<file path="src/rtl/dac_trig_pkg.sv">
// Shared constants for the DAC multi-trigger generator.
// Holds the edge_sel bit positions and the default field widths.
package dac_trig_pkg;

  // Bit positions inside edge_sel
  localparam int EDGE_OPEN  = 0;
  localparam int EDGE_CLOSE = 1;

  // Default widths: hold-window length/counter, pulse-width field, trigger counter
  localparam int DEF_CNT_W  = 16;
  localparam int DEF_PW_W   = 4;
  localparam int DEF_TCNT_W = 16;

endpackage

</file>
<file path="src/rtl/trig_pulse_stretch.sv">
// Stretches a one-cycle load event into a pulse of programmable width.
// A load during an active pulse reloads the width, so overlapping events
// merge into a single longer high period with no gap.
module trig_pulse_stretch
  import dac_trig_pkg::*;
#(
  parameter int PW_W = DEF_PW_W
) (
  input  logic            clk,
  input  logic            reset,
  input  logic            i_load,
  input  logic [PW_W-1:0] i_width,
  output logic            o_pulse
);

  localparam logic [PW_W-1:0] PW_ONE = 1;

  logic [PW_W-1:0] r_remain;
  logic            r_pulse;
  logic [PW_W-1:0] w_width_m1;

  // A width of zero is treated as one cycle, so the remaining count starts at zero
  assign w_width_m1 = (i_width == '0) ? '0 : (i_width - PW_ONE);

  // Pulse goes high the cycle after a load and drops once the remaining count is exhausted
  always_ff @(posedge clk or posedge reset) begin
    if (reset) begin
      r_pulse  <= 1'b0;
      r_remain <= '0;
    end else if (i_load) begin
      r_pulse  <= 1'b1;
      r_remain <= w_width_m1;
    end else if (r_remain != '0) begin
      r_remain <= r_remain - PW_ONE;
    end else begin
      r_pulse  <= 1'b0;
    end
  end

  assign o_pulse = r_pulse;

endmodule

</file>
<file path="src/rtl/dac_multi_trig_gen.sv">
// DAC trigger generator. Each accepted trigger rising edge opens a hold
// window (trig_delay); pulses on dac_multi_trig mark the window's opening
// and/or closing edge as chosen by edge_sel. Also provides retriggering,
// an enable gate, a sticky overrun flag and an accepted-trigger counter.
module dac_multi_trig_gen
  import dac_trig_pkg::*;
#(
  parameter int CNT_W  = DEF_CNT_W,
  parameter int PW_W   = DEF_PW_W,
  parameter int TCNT_W = DEF_TCNT_W
) (
  input  logic              clk,
  input  logic              reset,
  input  logic              trig,
  input  logic              enable,
  input  logic [CNT_W-1:0]  hold_len,
  input  logic [PW_W-1:0]   pulse_width,
  input  logic [1:0]        edge_sel,
  input  logic              retrig_en,
  input  logic              clr_overrun,
  output logic              dac_multi_trig,
  output logic              trig_delay,
  output logic              overrun,
  output logic [TCNT_W-1:0] trig_count
);

  localparam logic [CNT_W-1:0]  CNT_ONE  = 1;
  localparam logic [TCNT_W-1:0] TCNT_ONE = 1;

  logic              r_trig_q;
  logic              r_gate;
  logic              r_gate_q;
  logic [CNT_W-1:0]  r_cnt;
  logic              r_overrun;
  logic [TCNT_W-1:0] r_trig_count;

  logic              w_rise;
  logic              w_accept;
  logic              w_retrig;
  logic              w_overrun_set;
  logic [CNT_W-1:0]  w_hold_m1;
  logic              w_open;
  logic              w_close;
  logic              w_pulse_load;
  logic              w_pulse;

  // Trigger qualification. A rise while the window is open either restarts
  // the window (retrigger) or is dropped and flagged as an overrun; with
  // enable low every rise is silently ignored.
  assign w_rise        = trig & ~r_trig_q;
  assign w_accept      = w_rise & enable & ~r_gate;
  assign w_retrig      = w_rise & enable &  r_gate &  retrig_en;
  assign w_overrun_set = w_rise & enable &  r_gate & ~retrig_en;

  // Zero hold length behaves as a one-cycle window
  assign w_hold_m1 = (hold_len == '0) ? '0 : (hold_len - CNT_ONE);

  // Window edges are seen one cycle after the gate changes, so pulses lag the gate by one more
  assign w_open       = r_gate & ~r_gate_q;
  assign w_close      = ~r_gate & r_gate_q;
  assign w_pulse_load = (w_open & edge_sel[EDGE_OPEN]) | (w_close & edge_sel[EDGE_CLOSE]);

  // Registered copy of trig for edge detection; resets high so a trig held through reset is not an edge
  always_ff @(posedge clk or posedge reset) begin
    if (reset) begin
      r_trig_q <= 1'b1;
    end else begin
      r_trig_q <= trig;
    end
  end

  // Hold window: load the countdown on accept/retrigger, close when it reaches zero
  always_ff @(posedge clk or posedge reset) begin
    if (reset) begin
      r_gate <= 1'b0;
      r_cnt  <= '0;
    end else if (w_accept || w_retrig) begin
      r_gate <= 1'b1;
      r_cnt  <= w_hold_m1;
    end else if (r_gate) begin
      if (r_cnt == '0) begin
        r_gate <= 1'b0;
      end else begin
        r_cnt <= r_cnt - CNT_ONE;
      end
    end
  end

  // Delayed gate used to find the window's opening and closing edges
  always_ff @(posedge clk or posedge reset) begin
    if (reset) begin
      r_gate_q <= 1'b0;
    end else begin
      r_gate_q <= r_gate;
    end
  end

  // Sticky overrun flag; a new overrun in the same cycle as a clear keeps the flag set
  always_ff @(posedge clk or posedge reset) begin
    if (reset) begin
      r_overrun <= 1'b0;
    end else if (w_overrun_set) begin
      r_overrun <= 1'b1;
    end else if (clr_overrun) begin
      r_overrun <= 1'b0;
    end
  end

  // Counts accepted triggers and accepted retriggers, wrapping naturally
  always_ff @(posedge clk or posedge reset) begin
    if (reset) begin
      r_trig_count <= '0;
    end else if (w_accept || w_retrig) begin
      r_trig_count <= r_trig_count + TCNT_ONE;
    end
  end

  trig_pulse_stretch #(
    .PW_W (PW_W)
  ) u_pulse (
    .clk     (clk),
    .reset   (reset),
    .i_load  (w_pulse_load),
    .i_width (pulse_width),
    .o_pulse (w_pulse)
  );

  assign dac_multi_trig = w_pulse;
  assign trig_delay     = r_gate;
  assign overrun        = r_overrun;
  assign trig_count     = r_trig_count;

endmodule

</file>
<file path="config.mk">
export PLATFORM = sky130hd
export DESIGN_NAME = dac_multi_trig_gen
export DESIGN_NICKNAME = d
export VERILOG_FILES = /design/src/rtl/dac_trig_pkg.sv /design/src/rtl/trig_pulse_stretch.sv /design/src/rtl/dac_multi_trig_gen.sv
export SDC_FILE = /design/constraint.sdc
export NUM_CORES = 1
export LEC_CHECK = 0
export ABC_AREA = 1
export CORE_MARGIN = 2
export CORE_UTILIZATION = 30
export CTS_BUF_LIST = sky130_fd_sc_hd__clkbuf_16
export DETAILED_ROUTE_END_ITERATION = 10
export SYNTH_ARGS = -nofsm -noshare
export SYNTH_HDL_FRONTEND = slang
export SYNTH_SLANG_ARGS = --single-unit
export TNS_END_PERCENT = 30
</file>
<file path="constraint.sdc">
create_clock -name clk -period 2.4 [get_ports clk]
set_clock_uncertainty 0.15 [all_clocks]
set_input_delay 0.6 -clock clk [delete_from_list [all_inputs] [get_ports clk]]
set_output_delay 0.6 -clock clk [all_outputs]
set_load 0.01 [all_outputs]
</file>
* Word level (Yosys, flattened, before mapping)
Cells that the tools add are included.
W data, S select, Z words.
** Word-level totals
- Input port bits :: 28
- Register bits after elaboration :: 41
** Cells by class
- Reductions and logical operators :: 9
- Bitwise operators :: 15
- Equal/unequal tests :: 2
- $add $sub $neg :: 5
- Mux-type cells :: 14
** Operators with widths (count)
- $mux W16 :: 4
- $logic_not A16 Y1 :: 2
- $sub A16 B1 Y16 const B :: 2
- $add A16 B1 Y16 const B :: 1
- $mux W4 :: 3
- $and A1 B1 Y1 :: 10
- $sub A4 B1 Y4 const B :: 2
- $mux W1 :: 7
- $reduce_bool A2 Y1 :: 3
- $logic_not A4 Y1 :: 1
- $not A1 Y1 :: 4
- $reduce_bool A4 Y1 :: 1
- $ne A2 B1 Y1 const B :: 1
- $ne A2 B2 Y1 const B :: 1
- $reduce_and A2 Y1 :: 1
- $logic_or A1 B1 Y1 :: 1
- $or A1 B1 Y1 :: 1

* Longest topological paths before layout
- Depth in word-level cells :: 8
- Gate-level depth with buffers :: 11
- Gate-level depth less buffers :: 11

* By module
Synthesis repeated with hierarchy kept, for this count alone.
** Second synthesis, totals
- Cells, all modules :: 451
- Area total of the unflattened synthesis :: 2990.4 µm²
** Modules (own cells, without submodules)
- dac_multi_trig_gen :: sequential area each 902.1 µm², area each 2656.3 µm², cells an instance 403, instances 1
- trig_pulse_stretch :: sequential area each 125.1 µm², area each 334.1 µm², cells an instance 48, instances 1

* Least setup slack after synthesis
OpenSTA, ideal clock, no wires.
- Path kind :: input to register
- From :: in hold_len[0]
- To :: reg r_cnt[2]
- Data arrival time :: 1.603 ns
- Path slack :: 0.526 ns
- Required time :: 2.129 ns
- Stages on the path :: 10
- Cell sequence :: inv_1 > ha_1 > nand2_2 > nor2_4 > nand3b_1 > nand2_1 > buf_4 > o21ai_0 > nand2_1 > nand2_1
** Between the ends
- Longest elaborated chain between the ends :: 3
- Elaborated cells on any way between the ends :: 4
- Those cells by class :: add/sub: 1; mux: 2; reduce/logical: 1
** Ends and longest elaborated chain
- start, declared :: line dac_multi_trig_gen.sv:16 : input logic [CNT_W-1:0] hold_len,
- $sub A16 B1 Y16 / $logic_not A16 Y1 (equally long branches) :: line dac_multi_trig_gen.sv:56 : assign w_hold_m1 = (hold_len == '0) ? '0 : (hold_len - CNT_ONE);
- $mux W16 (*) :: line dac_multi_trig_gen.sv:56
- $mux W16 (*) :: line dac_multi_trig_gen.sv:77 : end else if (w_accept || w_retrig) begin
- end signal, assigned :: line dac_multi_trig_gen.sv:79 : r_cnt <= w_hold_m1;
- end signal, assigned :: line dac_multi_trig_gen.sv:84 : r_cnt <= r_cnt - CNT_ONE;
- end, declared :: line dac_multi_trig_gen.sv:33 : logic [CNT_W-1:0] r_cnt;
Mark *: on every way between the ends. The rest lies on a longest branch, timed or not.
A chain may end at the register's enable or synchronous reset.

* Worst setup path after layout
- From :: in hold_len[0]
- To :: reg r_cnt[11]
Same word-level chain as after synthesis.

==> impl_metrics.csv <==
group,metric,value,unit
run_status,outcome,"complete, no violations",
clocking,clock-sinks,41,
pwr,vdd_ir_drop_max,0.326,mV
global_route,grt_pass1_wl,12100,µm
critical_path,worst_setup_path_start_kind,"primary input",
critical_path,path_max_fanout,6,
synthesis,synth_area,2900,µm²
clocking,clkSlewWorstSetupHoldPaths,0.06,ns
clocking,tritoncts.num_buffers,5,
synthesis,synth_edf_count,0,
clocking,postCtsResizedCells,0,
critical_path,required,2.47,ns
final_layout,syn2layout_area_growth,31.0,%
critical_path,rrSetupSlack,0.57,ns
synthesis,yosysTopAreaCell,"dfrtp_1",
critical_path,worst_ep_arrival_time,2.21,ns
sta,maxSlewViolCount,0,
routing,drc,0,
global_route,grt_pass1_vias,2721,
final_layout,mostFrequentLayoutCell,"nand2_1",
synthesis,ys.flop_type,"dfrtp_1",
clocking,clk_latency,0.28,ns
sta,final-setup-viol-count,0,
synthesis,synth.distinct_cells,31,
die,die_area,10500,µm²
clocking,root_buffer,"clkbuf_16",
synthesis,synthArstFlopShare,1.00,
routing,dr.first_iter.drc_count,188,
placement,hpwl,5450,µm
final_layout,layout-drive-gt1-share,0.0893,
synthesis,yosysSeqAreaShare,0.354,
die,die_x,102,µm
sta,timing.fmax,467,MHz
sta,period_share,0.892,
die,start_util,0.311,
clocking,hold_buffers,0,
routing,wl,6980,µm
placement,routabilityCongestion,0.863,
final_layout,final_cell_mix,"nand2_1, nor2_1, inv_1",
final_layout,diodes,0,
critical_path,worstSetupEndpointType,"register",
routing,drt_pass1_iterations,5,
global_route,grt_overflow_total,0,
pwr,power_switching,0.00125,W
synthesis,synthTopCellsByArea,"dfrtp_1, nand2_1, nor2_1",
pwr,pwr-share-seq,0.380,
synthesis,yosysTopAreaCellShare,0.345,
final_layout,nFillCells,977,
sta,final_hold_viol_count,0,
global_route,antenna_found_initial,0,
placement,portBuffers,46,
die,io_pins,47,
pwr,p_sw_frac,0.401,
pwr,intPower,0.00187,W
die,chipHeight,102,µm
routing,via_count,2860,
critical_path,path_class,"in2reg",
clocking,clockBufferDepth,2,
routing,vias_per_cell,4.52,
synthesis,ys_warn_count,0,
synthesis,synth.avg_cell_area,6.69,µm²
sta,maxSlewHeadroom,0.777,
global_route,grt_max_degree,42,
sta,tightest_slew,0.333,ns
die,core,9330,µm²
min_path,min_path_type,"reg2reg",
synthesis,synth-seq-cells,41,
flow_run,drv_cap,0,
die,rows,35,
clocking,postCtsSetupBuffers,0,
pwr,comb_power_share,0.416,
clocking,cts_max_level,2,
clocking,tritoncts,"built",
routing,ant_nets,0,
sta,whs,0.340,ns
synthesis,synth_nets,467,
sta,grt_setup_unrepaired,"no",
pwr,clkPwrFrac,0.205,
pwr,p_per_area,821,nW/µm²
placement,dpl-instance-area,3660,µm²
pwr,leakagePower,1.85,nW
sta,fin_crit,2.14,ns
final_layout,layout.nets,536,
synthesis,synthCells,434,
routing,post_drt_wl_per_cell,11.0,µm
final_layout,final_area,3800,µm²
global_route,track_usage,0.143,
-- sequential cells by signal, summed over array words and instances, names as in the netlist --
| signal | count |
|---|---|
| u_pulse.r_remain | 4 |
| trig_delay | 1 |
| r_gate_q | 1 |
| trig_count | 16 |
| overrun | 1 |
| r_cnt | 16 |
| u_pulse.o_pulse | 1 |
| r_trig_q | 1 |
-- metal layers --
| layer | global-route usage | routed length (µm) | up-vias |
|---|---|---|---|
| li1 | - | - | 1509 |
| met1 | 0.191 | 3440 | 1273 |
| met2 | 0.232 | 3110 | 70 |
| met3 | 0.0294 | 339 | 8 |
| met4 | 0.0441 | 89 | 0 |
| met5 | 0 | 0 | - |
-- final cells by class --
type	instances	area, µm²	share of cell area
Inverter	55	206	0.0543
Clock buffer	5	125	0.0329
Sequential cell	41	1030	0.270
Tap cell	129	161	0.0425
Timing Repair Buffer	69	646	0.170
Multi-Input combinational cell	331	1620	0.427
Clock inverter	3	12.5	0.00329
-- logic make-up after synthesis --
logic type / share of synthesized area
xor+xnor: 0.0634
fa+ha+maj: 0.0216
flops: 0.354
simple gates: 0.411
buf+inv: 0.0867
compound gates: 0.0634
-- worst max-delay path, cell delays in order --
cell,delay [ns]
clkdlybuf4s50_1,0.45
inv_1,0.05
ha_1,0.22
nand2_2,0.12
nor2_4,0.04
nand3b_1,0.10
nand2_1,0.15
buf_4,0.20
o21ai_0,0.16
nand2_1,0.07
nand2_1,0.06
-- power by group through the flow --
stage / sequential [W] / clock (W) / combinational (W)
2_1_floorplan: 0.00116 / 0 / 0.000870
3_3_place_gp: 0.00118 / 0 / 0.00128
3_5_place_dp: 0.00119 / 0 / 0.00130
4_1_cts: 0.00118 / 0.000658 / 0.00131
5_1_grt: 0.00123 / 0.000689 / 0.00151
6_report: 0.00118 / 0.000638 / 0.00130
-- synthesized netlist by cell type (3+ instances only) --
master    number
a21oi_1        7
buf_2          3
dfrtp_1       40
ha_1           5
inv_1         53
nand2_1      130
nand3_1       46
nand3b_1       4
nand4_1        9
nor2_1        68
nor2_4         3
o21ai_0       18
o21ai_1        3
xnor2_1        9
xor2_1        12
-- through the flow --
step	TNS [ns]	instances	worst slack, ns	power (W)	util
after floorplan	0	434	0.526	0.00203	-
after global placement	0	625	0.00669	0.00246	0.393
after detailed placement	-0.138	625	-0.0475	0.00249	0.393
after CTS	0	633	0.242	0.00315	0.408
after global routing	0	633	0.0840	0.00342	0.408
final	0	633	0.258	0.00312	0.408
-- final timing paths --
kind | start | end | cells past startpoint
worst min register to register | trig_delay | r_gate_q | 0
max in group asynchronous | reset | r_trig_q | 3
worst max-delay path | hold_len[0] | r_cnt[11] | 11
min in group asynchronous | reset | trig_count[5] | 3
worst max register to register | trig_count[0] | trig_count[8] | 7
worst min-delay path | trig_delay | r_gate_q | 0
(Power assumes the default switching activity.)
